**src/rtl/demux16_pkg.sv**
```systemverilog
// demux16_pkg: shared types and constants for the demux16_steer word router
package demux16_pkg;
  typedef logic [15:0] word_t;
  typedef enum logic [1:0] {EMPTY, PARTIAL, FULL} occ_state_t;
  localparam logic SEL_A = 1'b0;
  localparam logic SEL_B = 1'b1;
endpackage

```
**src/rtl/demux16_fifo.sv**
```systemverilog
// demux16_fifo: one output channel FIFO with occupancy FSM and registered head; optional pop counter under DEMUX16_COUNT_EN
module demux16_fifo
  import demux16_pkg::*;
#(
  parameter int WIDTH = 16,
  parameter int DEPTH = 2
) (
  input  logic             clk,
  input  logic             rst_n,
  input  logic             push,
  input  logic [WIDTH-1:0] wdata,
  input  logic             ready,
  output logic             valid,
  output logic [WIDTH-1:0] data,
  output logic             full
`ifdef DEMUX16_COUNT_EN
  ,
  output logic [7:0]       count
`endif
);
  localparam int AW = $clog2(DEPTH);
  localparam int OW = AW + 1;
  logic [WIDTH-1:0] mem [DEPTH];
  logic [AW-1:0] rd_ptr, wr_ptr, rd_nxt;
  logic [OW-1:0] occ, occ_nxt;
  occ_state_t state, state_nxt;
  logic pop;
  assign pop  = valid && ready;
  assign full = state == FULL;
  always_comb begin
    rd_nxt    = rd_ptr + AW'(pop);
    occ_nxt   = occ + OW'(push) - OW'(pop);
    state_nxt = occ_nxt == '0 ? EMPTY : occ_nxt == OW'(DEPTH) ? FULL : PARTIAL;
  end
  always_ff @(posedge clk or negedge rst_n) begin
    if (!rst_n) begin
      state  <= EMPTY;
      occ    <= '0;
      rd_ptr <= '0;
      wr_ptr <= '0;
      valid  <= 1'b0;
      data   <= '0;
    end else begin
      state  <= state_nxt;
      occ    <= occ_nxt;
      rd_ptr <= rd_nxt;
      wr_ptr <= wr_ptr + AW'(push);
      valid  <= state_nxt != EMPTY;
      // the next head is the incoming word only when it lands in the slot the read pointer moves to
      data   <= state_nxt == EMPTY ? '0 : (push && wr_ptr == rd_nxt) ? wdata : mem[rd_nxt];
    end
  end
  always_ff @(posedge clk) if (push) mem[wr_ptr] <= wdata;
`ifdef DEMUX16_COUNT_EN
  always_ff @(posedge clk or negedge rst_n) begin
    if (!rst_n) count <= '0;
    else count <= count + 8'(pop);
  end
`endif
endmodule

```
**src/rtl/demux16_steer.sv**
```systemverilog
// demux16_steer: 1-to-2 registered word router into two FIFO channels; DEMUX16_COUNT_EN adds per-channel pop counters
module demux16_steer
  import demux16_pkg::*;
#(
  parameter int WIDTH = 16,
  parameter int DEPTH = 2
) (
  input  logic             clk,
  input  logic             rst_n,
  input  logic [WIDTH-1:0] in_data,
  input  logic             in_sel,
  input  logic             in_valid,
  output logic             in_ready,
  output logic [WIDTH-1:0] a_data,
  output logic             a_valid,
  input  logic             a_ready,
  output logic [WIDTH-1:0] b_data,
  output logic             b_valid,
  input  logic             b_ready
`ifdef DEMUX16_COUNT_EN
  ,
  output logic [7:0]       a_count,
  output logic [7:0]       b_count
`endif
);
  logic live, a_full, b_full, a_push, b_push;
  // holds in_ready low through reset and until the first clock after release
  always_ff @(posedge clk or negedge rst_n) begin
    if (!rst_n) live <= 1'b0;
    else live <= 1'b1;
  end
  assign in_ready = live && !(in_sel == SEL_B ? b_full : a_full);
  assign a_push   = in_valid && in_ready && in_sel == SEL_A;
  assign b_push   = in_valid && in_ready && in_sel == SEL_B;
  demux16_fifo #(.WIDTH(WIDTH), .DEPTH(DEPTH)) u_a (
    .clk(clk), .rst_n(rst_n), .push(a_push), .wdata(in_data), .ready(a_ready),
    .valid(a_valid), .data(a_data), .full(a_full)
`ifdef DEMUX16_COUNT_EN
    , .count(a_count)
`endif
  );
  demux16_fifo #(.WIDTH(WIDTH), .DEPTH(DEPTH)) u_b (
    .clk(clk), .rst_n(rst_n), .push(b_push), .wdata(in_data), .ready(b_ready),
    .valid(b_valid), .data(b_data), .full(b_full)
`ifdef DEMUX16_COUNT_EN
    , .count(b_count)
`endif
  );
endmodule

```
**config.mk**
```make
export PLATFORM = sky130hd
export DESIGN_NAME = demux16_steer
export DESIGN_NICKNAME = d
export VERILOG_FILES = /design/src/rtl/demux16_pkg.sv /design/src/rtl/demux16_fifo.sv /design/src/rtl/demux16_steer.sv
export SDC_FILE = /design/constraint.sdc
export NUM_CORES = 1
export LEC_CHECK = 0
export CAP_MARGIN = 20
export CORE_MARGIN = 2
export CORE_UTILIZATION = 59
export DETAILED_ROUTE_END_ITERATION = 12
export PLACE_DENSITY_LB_ADDON = 0.2
export SKIP_CTS_REPAIR_TIMING = 1
export SLEW_MARGIN = 20
export SYNTH_ARGS = -nofsm -noshare
export SYNTH_HDL_FRONTEND = slang
export SYNTH_SLANG_ARGS = --single-unit
```
**constraint.sdc**
```tcl
create_clock -name clk -period 6.17 [get_ports clk]
set_input_delay 1.234 -clock clk [delete_from_list [all_inputs] [get_ports clk]]
set_output_delay 1.234 -clock clk [all_outputs]
set_load 0.02 [all_outputs]
```
==> results.sh <==
export IMPL_fmax_mhz=257
export IMPL_io_buffers=56
export IMPL_cts_max_path_buffers=2
export IMPL_drt_initial_drc_count=131
export IMPL_gp_congestion=0.759
export IMPL_ys_ff_latch=109
export IMPL_path_class="primary input to output port"
export IMPL_critPathMaxStageDelay_ns=0.60
export IMPL_vias_per_cell=5.53
export IMPL_grt_pass1_vias=2428
export IMPL_antenna_found_initial=0
export IMPL_reg2reg_from="u_a.occ[0]"
export IMPL_avgSynthCellArea_um2=16.2
export IMPL_wire_per_inst_um=18.6
export IMPL_syn_to_final_growth_pct=17.9
export IMPL_hold_violations=0
export IMPL_die_w_um=89.9
export IMPL_finalCriticalPeriod_ns=3.90
export IMPL_fp_coreArea_um2=7210
export IMPL_cp_data_arrival_time_ns=2.66
export IMPL_cp_start_kind="primary input"
export IMPL_r2r_slack_ns=3.51
export IMPL_nNetsFinal=352
export IMPL_synth_edf_count=64
export IMPL_gr_usage_all_layers_pct=21.1
export IMPL_dieArea_um2=8080
export IMPL_powerDensity_nw_per_um2=501
export IMPL_cap_viol_max_count=0
export IMPL_place_inst=410
export IMPL_yosysTopAreaCell="edfxtp_1"
export IMPL_antenna_cells=0
export IMPL_yosys_area_top_type_share_pct=44.1
export IMPL_r2r_end="u_a.data[12]"
export IMPL_finalSetupTns_ns=0
export IMPL_dr_pass1_iters=4
export IMPL_cpMostUsedCell="clkdlybuf4s50_1"
export IMPL_cts_inserted_buffers=9
export IMPL_overflow=0
export IMPL_cp_num_cells=4
export IMPL_total_power_uw=2570
export IMPL_grt_max_degree=46
export IMPL_worst_hold_path_type="flip-flop to flip-flop"
export IMPL_cp_cell_sequence="clkdlybuf4s50_1 -> mux2i_1 -> and2_1 -> clkdlybuf4s50_1"
export IMPL_setup_violations=0
export IMPL_die_h_um=89.9
export IMPL_grt_pass1_wl_mm=12.8
export IMPL_endpoint="in_ready"
export IMPL_slowest_stage="clkdlybuf4s50_1"
export IMPL_dp_hpwl_mm=4.99
export IMPL_cts_clk_slew_worst_paths_ns=0.10
export IMPL_start_util_pct=60.4
export IMPL_cts_tree="done"
export IMPL_slew_violations=0
export IMPL_utilization_pct=71.2
export IMPL_reg2reg_depth=9
export IMPL_syn_instance_count=269
export IMPL_ir_worst_vdd_v=0.000387
export IMPL_ys_async_sr_fraction_pct=41.3
export IMPL_relSlewSlack_pct=42.4
export IMPL_drc=0
export IMPL_critical_path_top_delay_family="buffers and inverters"
export IMPL_ios=57
export IMPL_final_area_um2=5130
export IMPL_cts_root_buffer="clkbuf_8"
export IMPL_place_area_um2=4950
export IMPL_stdcell_count=426
export IMPL_cp_startpoint="in_sel"
export IMPL_drive_gt1_share_pct=12.8
export IMPL_period_share_pct=63.1
export IMPL_row_count=31
export IMPL_ys_flop_type="edfxtp_1"
export IMPL_nFillCells=486
export IMPL_cp_end_kind="output port"
export IMPL_required_ns=4.94
export IMPL_p_leak_uw=0.00195
export IMPL_tightest_slew_ns=0.860
export IMPL_synth_area_top_cells="edfxtp_1, dfrtp_1, mux2i_1"
export IMPL_cp_num_buf_inv=2
export IMPL_syn_area_um2=4350
export IMPL_num_vias=2355
export IMPL_syn_nets=299
export IMPL_fin_skew_ns=0.00995
export IMPL_yosysWarnings=0
export IMPL_critPathMaxFanout=3
export IMPL_synth_cell_type_count=25
export IMPL_ant_nets=0
export IMPL_clkLatencyLatePin_ns=0.37
export IMPL_synth_seq_area_share_pct=70.0
export IMPL_status="completed"
export IMPL_htreeDepth=3
export IMPL_cts_sinks=109
export IMPL_rsz0062_at_grt="false"
export IMPL_routed_wl_mm=7.92
==> tightest hold or removal path: stages (launching register included) <==
cell	delay, ns
edfxtp_1	0.36
mux2i_1	0.13
a211oi_1	0.08
==> worst min path at each step <==
stage | cells after the start | endpoint | from | slack (ns)
finish | 2 | u_a.data[0] | u_a.mem[1][0] | 0.61
global route | 2 | u_b.data[0] | u_b.mem[1][0] | 0.65
CTS | 2 | u_b.data[0] | u_b.mem[1][0] | 0.62
detailed placement | 2 | u_b.data[0] | u_b.mem[1][0] | 0.60
global placement | 2 | u_a.data[14] | u_a.mem[1][14] | 0.59
floorplan | 2 | u_a.occ[1] | u_a.occ[1] | 0.57
==> synth_stat cells (3+ instances only) <==
master / n
buf_6: 3
edfxtp_1: 64
nor2b_1: 4
xnor2_1: 6
a211oi_1: 12
nor3_1: 32
mux2i_1: 33
inv_1: 14
a211oi_2: 20
ha_1: 8
clkbuf_1: 3
dfrtp_1: 45
and2_1: 3
buf_2: 8
==> registers in the layout, indices dropped and copies added (netlist names), 2 cells and up <==
name	cells
u_a.mem	32
u_b.mem	32
u_a.data	16
u_b.data	16
u_a.occ	2
u_b.occ	2
==> cells in the final DEF, fill, tap and decap left out, drive strengths merged <==
cell,instances
nor2,2
clkdlybuf4s50,55
nand2,1
nor2b,4
clkbuf,9
edfxtp,64
dfrtp,45
buf,3
nor3,32
xnor2,10
mux2i,33
or2,2
or3,1
conb,1
inv,17
and2,3
or3b,1
clkinv,4
a211oi,32
ha,8
==> per-layer routing <==
metal	up-vias	share of wire (%)	track usage (%)
li1	1094	-	-
met1	1168	42	28.7
met2	82	51	34.9
met3	11	4.8	3.27
met4	0	1.6	8.08
met5	-	0	0
==> power by group <==
group          total (uW)  switching [uW]  internal (uW)
registers            1020            69.6            952
logic                1160             651            505
clock network         394             243            152
==> logic make-up (layout without fill, tap and decap cells) <==
| group | count (synthesis) | after routing | synth area share [%] |
|---|---|---|---|
| mux | 33 | 33 | 7.59 |
| compound gates | 32 | 32 | 7.82 |
| other cells | 1 | 1 | 0.0861 |
| simple gates | 46 | 46 | 5.57 |
| buf+inv | 30 | 88 | 3.42 |
| fa+ha+maj | 8 | 8 | 2.30 |
| flops | 109 | 109 | 70.0 |
| xor+xnor | 10 | 10 | 3.22 |
==> through the flow <==
stage               hold slack (ns)  worst slack (ns)
finish                        0.611              2.27
global route                  0.653              2.21
CTS                           0.618              2.27
detailed placement            0.605              2.15
global placement              0.587              2.32
floorplan                     0.574              2.92
==> cell type report <==
| type | count | area [um^2] | area share [%] |
|---|---|---|---|
| clock inverter | 7 | 56.3 | 1.10 |
| tap | 99 | 124 | 2.41 |
| multi-input combinational | 130 | 1160 | 22.5 |
| clock buffer | 9 | 124 | 2.41 |
| inverter | 14 | 52.6 | 1.02 |
| timing repair buffer | 58 | 573 | 11.2 |
| sequential | 109 | 3050 | 59.4 |
Note: power is estimated with default switching activity, not from simulation.
